==> config.mk <==
export PLATFORM = sky130hd
export DESIGN_NAME = ex_mem_stage
export DESIGN_NICKNAME = d
export VERILOG_FILES = /design/src/rtl/core_pkg.sv /design/src/rtl/branch_cond.sv /design/src/rtl/ex_mem_stage.sv
export SDC_FILE = /design/constraint.sdc
export NUM_CORES = 1
export LEC_CHECK = 0
export CAP_MARGIN = 20
export CORE_ASPECT_RATIO = 0.5
export CORE_MARGIN = 3
export CORE_UTILIZATION = 42
export DETAILED_ROUTE_END_ITERATION = 8
export GPL_TIMING_DRIVEN = 0
export PLACE_DENSITY_LB_ADDON = 0.05
export SLEW_MARGIN = 40
export SYNTH_ARGS = -nofsm -noshare
export SYNTH_HDL_FRONTEND = slang
export SYNTH_SLANG_ARGS = --single-unit
==> constraint.sdc <==
create_clock -name clk -period 2.81 [get_ports clk]
set_input_delay 0.562 -clock clk [delete_from_list [all_inputs] [get_ports clk]]
set_output_delay 0.562 -clock clk [all_outputs]
set_load 0.02 [all_outputs]
==> src/rtl/core_pkg.sv <==
// Shared definitions for the RV32I core pipeline: branch funct3 encodings,
// ALU operation codes, the EX/MEM pipeline record and the branch-resolve states.
package core_pkg;

    localparam int DATA_W = 32;

    // Branch funct3 encodings
    localparam logic [2:0] F3_BEQ  = 3'b000;
    localparam logic [2:0] F3_BNE  = 3'b001;
    localparam logic [2:0] F3_BLT  = 3'b100;
    localparam logic [2:0] F3_BGE  = 3'b101;
    localparam logic [2:0] F3_BLTU = 3'b110;
    localparam logic [2:0] F3_BGEU = 3'b111;

    // ALU operations the decoder picks for branch comparisons
    localparam logic [3:0] ALU_ADD  = 4'b0000;
    localparam logic [3:0] ALU_SUB  = 4'b0001;
    localparam logic [3:0] ALU_SLT  = 4'b1000;
    localparam logic [3:0] ALU_SLTU = 4'b1001;

    // Fields carried from EX into MEM
    typedef struct packed {
        logic              valid;
        logic [DATA_W-1:0] alu_out;
        logic [DATA_W-1:0] store_data;
        logic [4:0]        rd;
        logic              reg_write;
        logic              mem_read;
        logic              mem_write;
        logic [2:0]        funct3;
        logic              negative;
    } ex_mem_t;

    typedef enum logic {
        NORMAL = 1'b0,
        SHADOW = 1'b1
    } resolve_state_t;

endpackage

==> src/rtl/branch_cond.sv <==
// Branch condition from the ALU Zero flag. The decoder issues SUB for BEQ/BNE
// and SLT/SLTU for the ordered compares, so every branch reduces to Zero or !Zero.
module branch_cond
    import core_pkg::*;
(
    input  logic [2:0] funct3,
    input  logic       zero,
    output logic       cond
);

    // Map funct3 to taken-on-zero / taken-on-nonzero; unknown encodings never branch
    always_comb begin
        cond = 1'b0;
        case (funct3)
            F3_BEQ, F3_BGE, F3_BGEU: cond = zero;
            F3_BNE, F3_BLT, F3_BLTU: cond = ~zero;
            default:                 cond = 1'b0;
        endcase
    end

endmodule

==> src/rtl/ex_mem_stage.sv <==
// EX->MEM pipeline register with branch/jump resolution, PC redirect,
// one-instruction wrong-path squash and branch event counters.
//
// state  | meaning
// NORMAL | EX content is on the correct path; accept and resolve it
// SHADOW | EX holds the wrong-path instruction fetched behind a taken
//        | redirect; drop it and return to NORMAL after one cycle
//
// The MEM record is sized by core_pkg::DATA_W, so XLEN must stay equal to it.
module ex_mem_stage
    import core_pkg::*;
#(
    parameter int XLEN  = 32,
    parameter int CNT_W = 32
) (
    input  logic            clk,
    input  logic            rst,
    input  logic            ex_valid,
    input  logic [XLEN-1:0] ex_alu_out,
    input  logic            ex_zero,
    input  logic            ex_negative,
    input  logic [XLEN-1:0] ex_rs2_data,
    input  logic [4:0]      ex_rd,
    input  logic            ex_reg_write,
    input  logic            ex_mem_read,
    input  logic            ex_mem_write,
    input  logic [2:0]      ex_funct3,
    input  logic            ex_branch,
    input  logic            ex_jump,
    input  logic [XLEN-1:0] ex_target,
    input  logic [XLEN-1:0] ex_pc_plus4,
    input  logic            mem_stall,
    output logic            ex_ready,
    output logic            mem_valid,
    output logic [XLEN-1:0] mem_alu_out,
    output logic [XLEN-1:0] mem_store_data,
    output logic [4:0]      mem_rd,
    output logic            mem_reg_write,
    output logic            mem_mem_read,
    output logic            mem_mem_write,
    output logic [2:0]      mem_funct3,
    output logic            mem_negative,
    output logic            redirect_valid,
    output logic [XLEN-1:0] redirect_pc,
    output logic            flush_front,
    output logic            misalign_trap,
    output logic [CNT_W-1:0] cnt_branches,
    output logic [CNT_W-1:0] cnt_taken
);

    resolve_state_t state_q, state_d;
    ex_mem_t        mem_q, mem_d;

    logic            cond;
    logic            accept;
    logic            take;
    logic            misalign;
    logic            redirect_d;
    logic [XLEN-1:0] tgt;

    logic            redirect_q;
    logic [XLEN-1:0] redirect_pc_q;
    logic            trap_q;
    logic [CNT_W-1:0] cnt_branches_q;
    logic [CNT_W-1:0] cnt_taken_q;

    branch_cond u_branch_cond (
        .funct3 (ex_funct3),
        .zero   (ex_zero),
        .cond   (cond)
    );

    // Resolution: JALR targets may carry bit0 set, which the ISA discards
    always_comb begin
        accept     = ex_valid & ~mem_stall & (state_q == NORMAL);
        tgt        = ex_jump ? {ex_target[XLEN-1:1], 1'b0} : ex_target;
        take       = ex_jump | (ex_branch & cond);
        misalign   = take & tgt[1];
        redirect_d = accept & take & ~tgt[1];
    end

    // Resolve-state register
    always_ff @(posedge clk) begin
        if (rst) state_q <= NORMAL;
        else     state_q <= state_d;
    end

    // Next-state: a redirect opens a one-cycle shadow, which always closes
    always_comb begin
        state_d = state_q;
        case (state_q)
            NORMAL: if (redirect_d) state_d = SHADOW;
            SHADOW: state_d = NORMAL;
            default: state_d = NORMAL;
        endcase
    end

    // Next MEM record: hold on stall, capture on accept, otherwise bubble
    always_comb begin
        mem_d = mem_q;
        if (!mem_stall) begin
            if (accept) begin
                mem_d.valid      = ~misalign;
                mem_d.alu_out    = ex_jump ? ex_pc_plus4 : ex_alu_out;
                mem_d.store_data = ex_rs2_data;
                mem_d.rd         = ex_rd;
                mem_d.reg_write  = ex_reg_write;
                mem_d.mem_read   = ex_mem_read;
                mem_d.mem_write  = ex_mem_write;
                mem_d.funct3     = ex_funct3;
                mem_d.negative   = ex_negative;
            end else begin
                mem_d.valid     = 1'b0;
                mem_d.reg_write = 1'b0;
                mem_d.mem_read  = 1'b0;
                mem_d.mem_write = 1'b0;
            end
        end
    end

    // EX/MEM pipeline register
    always_ff @(posedge clk) begin
        if (rst) mem_q <= '0;
        else     mem_q <= mem_d;
    end

    // Redirect/trap pulses; redirect_pc keeps the last target between redirects
    always_ff @(posedge clk) begin
        if (rst) begin
            redirect_q    <= 1'b0;
            redirect_pc_q <= '0;
            trap_q        <= 1'b0;
        end else begin
            redirect_q <= redirect_d;
            trap_q     <= accept & misalign;
            if (redirect_d) redirect_pc_q <= tgt;
        end
    end

    // Branch event counters, wrapping naturally at 2^CNT_W
    always_ff @(posedge clk) begin
        if (rst) begin
            cnt_branches_q <= '0;
            cnt_taken_q    <= '0;
        end else if (accept && ex_branch) begin
            cnt_branches_q <= cnt_branches_q + 1'b1;
            if (cond) cnt_taken_q <= cnt_taken_q + 1'b1;
        end
    end

    assign ex_ready       = ~mem_stall;
    assign mem_valid      = mem_q.valid;
    assign mem_alu_out    = mem_q.alu_out;
    assign mem_store_data = mem_q.store_data;
    assign mem_rd         = mem_q.rd;
    assign mem_reg_write  = mem_q.reg_write;
    assign mem_mem_read   = mem_q.mem_read;
    assign mem_mem_write  = mem_q.mem_write;
    assign mem_funct3     = mem_q.funct3;
    assign mem_negative   = mem_q.negative;
    assign redirect_valid = redirect_q;
    assign redirect_pc    = redirect_pc_q;
    assign flush_front    = redirect_q;
    assign misalign_trap  = trap_q;
    assign cnt_branches   = cnt_branches_q;
    assign cnt_taken      = cnt_taken_q;

endmodule
Word level (Yosys, flattened, before mapping)
Cells that the tools add are included.

Add/sub/neg operators: 2. $mul: 0. Divide/modulo/power cells: 0. Magnitude comparators: 0. Equality and inequality tests: 5. Shift-type cells: 0. Mux-type cells: 7. Bitwise operators: 13. Reduce and logical (&&, ||, !) cells: 6.

Operators with widths (count): $add A32 B1 Y32 const B (2); $mux W32 (1); $eq A3 B3 Y1 const B (4); $and A1 B1 Y1 (7); $reduce_or A3 Y1 (2); $not A1 Y1 (5); $pmux W1 S2 (2); $reduce_and A2 Y1 (2); $eq A3 B1 Y1 const B (1); $logic_not A3 Y1 (1); $mux W1 (3); $mux W3 (1); $logic_and A1 B1 Y1 (1); $or A1 B1 Y1 (1).

Bits in registers: 176. Bits in latches: 0. Bits in writable memories: 0. ROM bits: 0. Output and inout bits: 177. Memories: 0.

Logic depth before layout (Yosys ltp)
Word-level depth: 9. Gate-level depth with buffers: 8.

Cells and area by module
A second synthesis with hierarchy kept.

Cell total of the unflattened synthesis: 854. Area, all modules: 7235.7 µm².

By module, submodules not included: ex_mem_stage (times used 1, cells each 851, area an instance 7211.9 µm²); branch_cond (times used 1, cells each 3, area an instance 23.8 µm²).

Least setup slack after synthesis
OpenSTA, ideal clock, no wires.

Kind: input to register. Start: input port mem_stall. End: register cnt_taken_q[13], in the netlist cnt_taken[13]. Setup time: 0.116 ns. Data arrival time: 2.276 ns. Setup slack: 0.417 ns. Cell stages on the path: 6. Buffers on the path: 2. Cell sequence: clkbuf_1 > nand4bb_1 > clkbuf_1 > nor4_1 > a311oi_1 > a41o_1.

Cells in the longest elaborated chain, start to end: 5.

RTL lines: from (decl) (line ex_mem_stage.sv:32) `input logic mem_stall,`; $not A1 Y1 (no line); $and A1 B1 Y1 (2 in series) (line ex_mem_stage.sv:75) `accept = ex_valid & ~mem_stall & (state_q == NORMAL);`; $logic_and A1 B1 Y1 (line ex_mem_stage.sv:145) `end else if (accept && ex_branch) begin`; $reduce_and A2 Y1 (no line); to (signal assigned) (line ex_mem_stage.sv:147) `if (cond) cnt_taken_q <= cnt_taken_q + 1'b1;`; to (decl) (line ex_mem_stage.sv:65) `logic [CNT_W-1:0] cnt_taken_q;`.

Every way passes these cells. A chain may end at the register's enable or synchronous reset.

Final worst setup path
Start: input port ex_funct3[0]. End: register cnt_taken_q[30], in the netlist cnt_taken[30].

Cells in the longest elaborated chain, start to end: 4.

RTL lines: from (decl) (line ex_mem_stage.sv:27) `input logic [2:0] ex_funct3,`; $eq A3 B1 Y1 (tied with other cells) (line branch_cond.sv:14) `case (funct3)`; $reduce_or A3 Y1 (line branch_cond.sv:14); $pmux W1 S2 (*) (line branch_cond.sv:14); $reduce_and A2 Y1 (no line) (*).

Every way passes the cells marked *; elsewhere a longest branch is shown, timed or not.

==> flow_metrics.py <==
metrics = {
    "cts": {
        "htree_levels": 4,
        "postCtsSetupRepairBufs": 0,
        "cts_made_buffers": 17,
        "clock_latency_ps": 420,
        "path_clk_slew_ps": 70,
        "clock_sinks": 176,
        "clock_path_buffers": 2,
        "cts_root_buf": "clkbuf_16",
        "cts_tree": "done",
        "postCtsHoldBufs": 0,
    },
    "finish": {
        "final_common_cell": "clkdlybuf4s50_1",
        "fillerInstances": 1307,
        "final_cell_mix": "clkdlybuf4s50_1 (321), dfxtp_1 (176), nand2_1 (169), nor2_1 (95), a21oi_1 (91)",
        "n_antenna_cell": 0,
        "stdcell_count": 1425,
        "area_growth_syn_to_layout_pct": 57.3,
        "nets": 1340,
        "finalInstanceArea_um2": 11200,
        "final_layout_size_suffix_gt1_frac": 0.0415,
    },
    "logic_synthesis": {
        "synth.distinct_cells": 39,
        "synth_flop_cell": "dfxtp_1",
        "syn_area_per_cell_um2": 8.39,
        "ys_ff_latch": 176,
        "yosysSeqAreaShare": 0.494,
        "synth-edff-count": 0,
        "syn_inst": 851,
        "synth_fp_nets": 1000,
        "ys_async_sr_fraction": 0,
        "synthesis.area_um2": 7140,
        "yosysWarnings": 0,
    },
    "global_route": {
        "grt_max_degree": 19,
        "gr-total-overflow": 0,
        "track_usage": 0.243,
        "grt_pass1_vias": 7095,
        "grt_pass1_wl_um": 36800,
        "antenna_found_initial": 0,
    },
    "detailed_routing": {
        "vias": 7217,
        "post_drt_wl_per_cell_um": 16.4,
        "routed_wirelength_um": 23400,
        "dr.pass1.iters": 6,
        "vias_per_cell": 5.06,
        "drt_iter0_markers": 330,
        "drcViolationCount": 0,
        "antenna_left": 0,
    },
    "flow_run": {
        "cap_violations": 0,
    },
    "setup_path": {
        "path_max_fanout": 10,
        "end_kind": "flop",
        "cp.arrival_ps": 3070,
        "start_kind": "primary input",
        "path_class": "in -> reg",
        "worstPathRequired_ps": 3160,
    },
    "power": {
        "pwr-share-comb": 0.134,
        "swShare": 0.268,
        "clock_power_share": 0.405,
        "seqPwrFrac": 0.461,
        "powerDensity_nw_per_um2": 504,
        "finalPower_mw": 5.65,
        "p_int_mw": 4.14,
        "vdd_drop_max_v": 0.000513,
        "leakage_nw": 3.90,
        "power_switching_mw": 1.52,
    },
    "sta": {
        "skew_ps": 13.6,
        "slew_viol_final": 0,
        "setup_viol": 0,
        "hold_viol_final": 0,
        "rsz0062_at_grt": "false",
        "period_minus_slack_ps": 2720,
        "tightest_slew_ps": 816,
        "max-slew-margin-rel": 0.456,
        "clock.fmax_mhz": 368,
        "setup_tns_ps": 0,
        "post-route-period-util": 0.968,
    },
    "die": {
        "die_h_um": 98.2,
        "fp-row-count": 32,
        "die_area_um2": 18700,
        "die_w_um": 190,
        "io_pins": 324,
        "initial_utilization": 0.446,
        "coreArea_um2": 16000,
    },
    "outcome": {
        "outcome": "finished clean",
    },
    "worst_hold_path": {
        "hold_class": "reg -> reg",
    },
    "place": {
        "port_buffers": 321,
        "dpl.hpwl_um": 18000,
        "placed_cell_area_um2": 10600,
        "gp_congestion": 0.820,
        "place_inst": 1393,
    },
}
flip-flops by register name, summed over array words and instances, names as in the netlist:
signal and cells:
mem_mem_read 1, mem_valid 1, mem_alu_out 32, cnt_taken 32, cnt_branches 32, mem_rd 5, mem_funct3 3, mem_reg_write 1
redirect_pc 32, mem_negative 1, misalign_trap 1, state_q 1, flush_front 1, mem_mem_write 1, mem_store_data 32
metrics by stage:
stage	utilization	worst slack (ps)	hold slack, ps
floorplan	-	417	530
global placement	0.664	-450	441
detailed placement	0.664	-408	446
CTS	0.699	29.3	457
global route	0.701	6.83	473
finish	0.701	89.5	454
cells by family (layout without fill, tap and decap cells):
| kind of cell | after synthesis | in the layout | share of synthesized area |
|---|---|---|---|
| AO/OA/AOI/OAI | 152 | 152 | 0.126 |
| XOR/XNOR | 41 | 41 | 0.0514 |
| adder cells (fa/ha/maj) | 2 | 2 | 0.00351 |
| buffers and inverters | 69 | 422 | 0.0379 |
| flip-flops | 176 | 176 | 0.494 |
| multiplexers | 36 | 36 | 0.0510 |
| AND/OR/NAND/NOR | 375 | 375 | 0.236 |
layout make-up:
class                   instances  area, µm²  share of cell area
inverters                      13       48.8             0.00435
multi-input cells             606       3380               0.301
well taps                     221        277              0.0246
clock inverters                15        138              0.0123
plain buffers                  56        223              0.0198
repair buffers                321       3210               0.286
clock buffers                  17        425              0.0379
flip-flops and latches        176       3520               0.314
repair_timing:
action                                  4_1_cts  5_1_grt
resized for setup                             0        5
hold endpoints to repair                      0        0
endpoints found under the setup margin        0       13
cell usage after synthesis (9+ instances only):
cell	number	area share
a211oi_1	32	0.034
a21oi_1	91	0.064
clkbuf_1	48	0.025
dfxtp_1	176	0.49
inv_1	13	0.0068
mux2i_1	33	0.046
nand2_1	169	0.089
nand3_1	22	0.015
nand4_1	23	0.020
nor2_1	95	0.050
nor3_1	14	0.0098
o21ai_0	10	0.0070
o31ai_1	9	0.0095
or4_1	9	0.0095
xnor2_1	22	0.027
xor2_1	18	0.022
power groups by stage:
stage | registers [mW] | logic [mW] | clock network, mW
6_report | 2.61 | 0.758 | 2.29
2_1_floorplan | 2.76 | 0.223 | 0
4_1_cts | 2.61 | 0.761 | 2.32
3_5_place_dp | 2.67 | 0.758 | 0
5_1_grt | 2.62 | 0.811 | 2.43
3_3_place_gp | 2.66 | 0.748 | 0
worst max-delay path, stage by stage:
cell	delay (ps)
clkdlybuf4s50_1	530
xor2_2	240
mux2i_1	280
or4_4	650
buf_6	160
or4_1	500
a21oi_1	140
worst paths after layout:
check | start | end | slack (ps) | cells past startpoint
hold / removal | mem_rd[4] | mem_rd[4] | 450 | 2
hold reg to reg | mem_rd[4] | mem_rd[4] | 450 | 2
setup / recovery | ex_funct3[0] | cnt_taken[30] | 90 | 7
setup reg to reg | cnt_branches[0] | cnt_branches[30] | 500 | 7
metal layers:
metal	up-vias	track usage	wire [µm]
met5	-	0	0
met4	0	0.0546	340
met3	24	0.0563	1350
met2	211	0.443	12000
met1	3379	0.294	9650
li1	3603	-	-
Note: power is estimated with default switching activity, not from simulation.
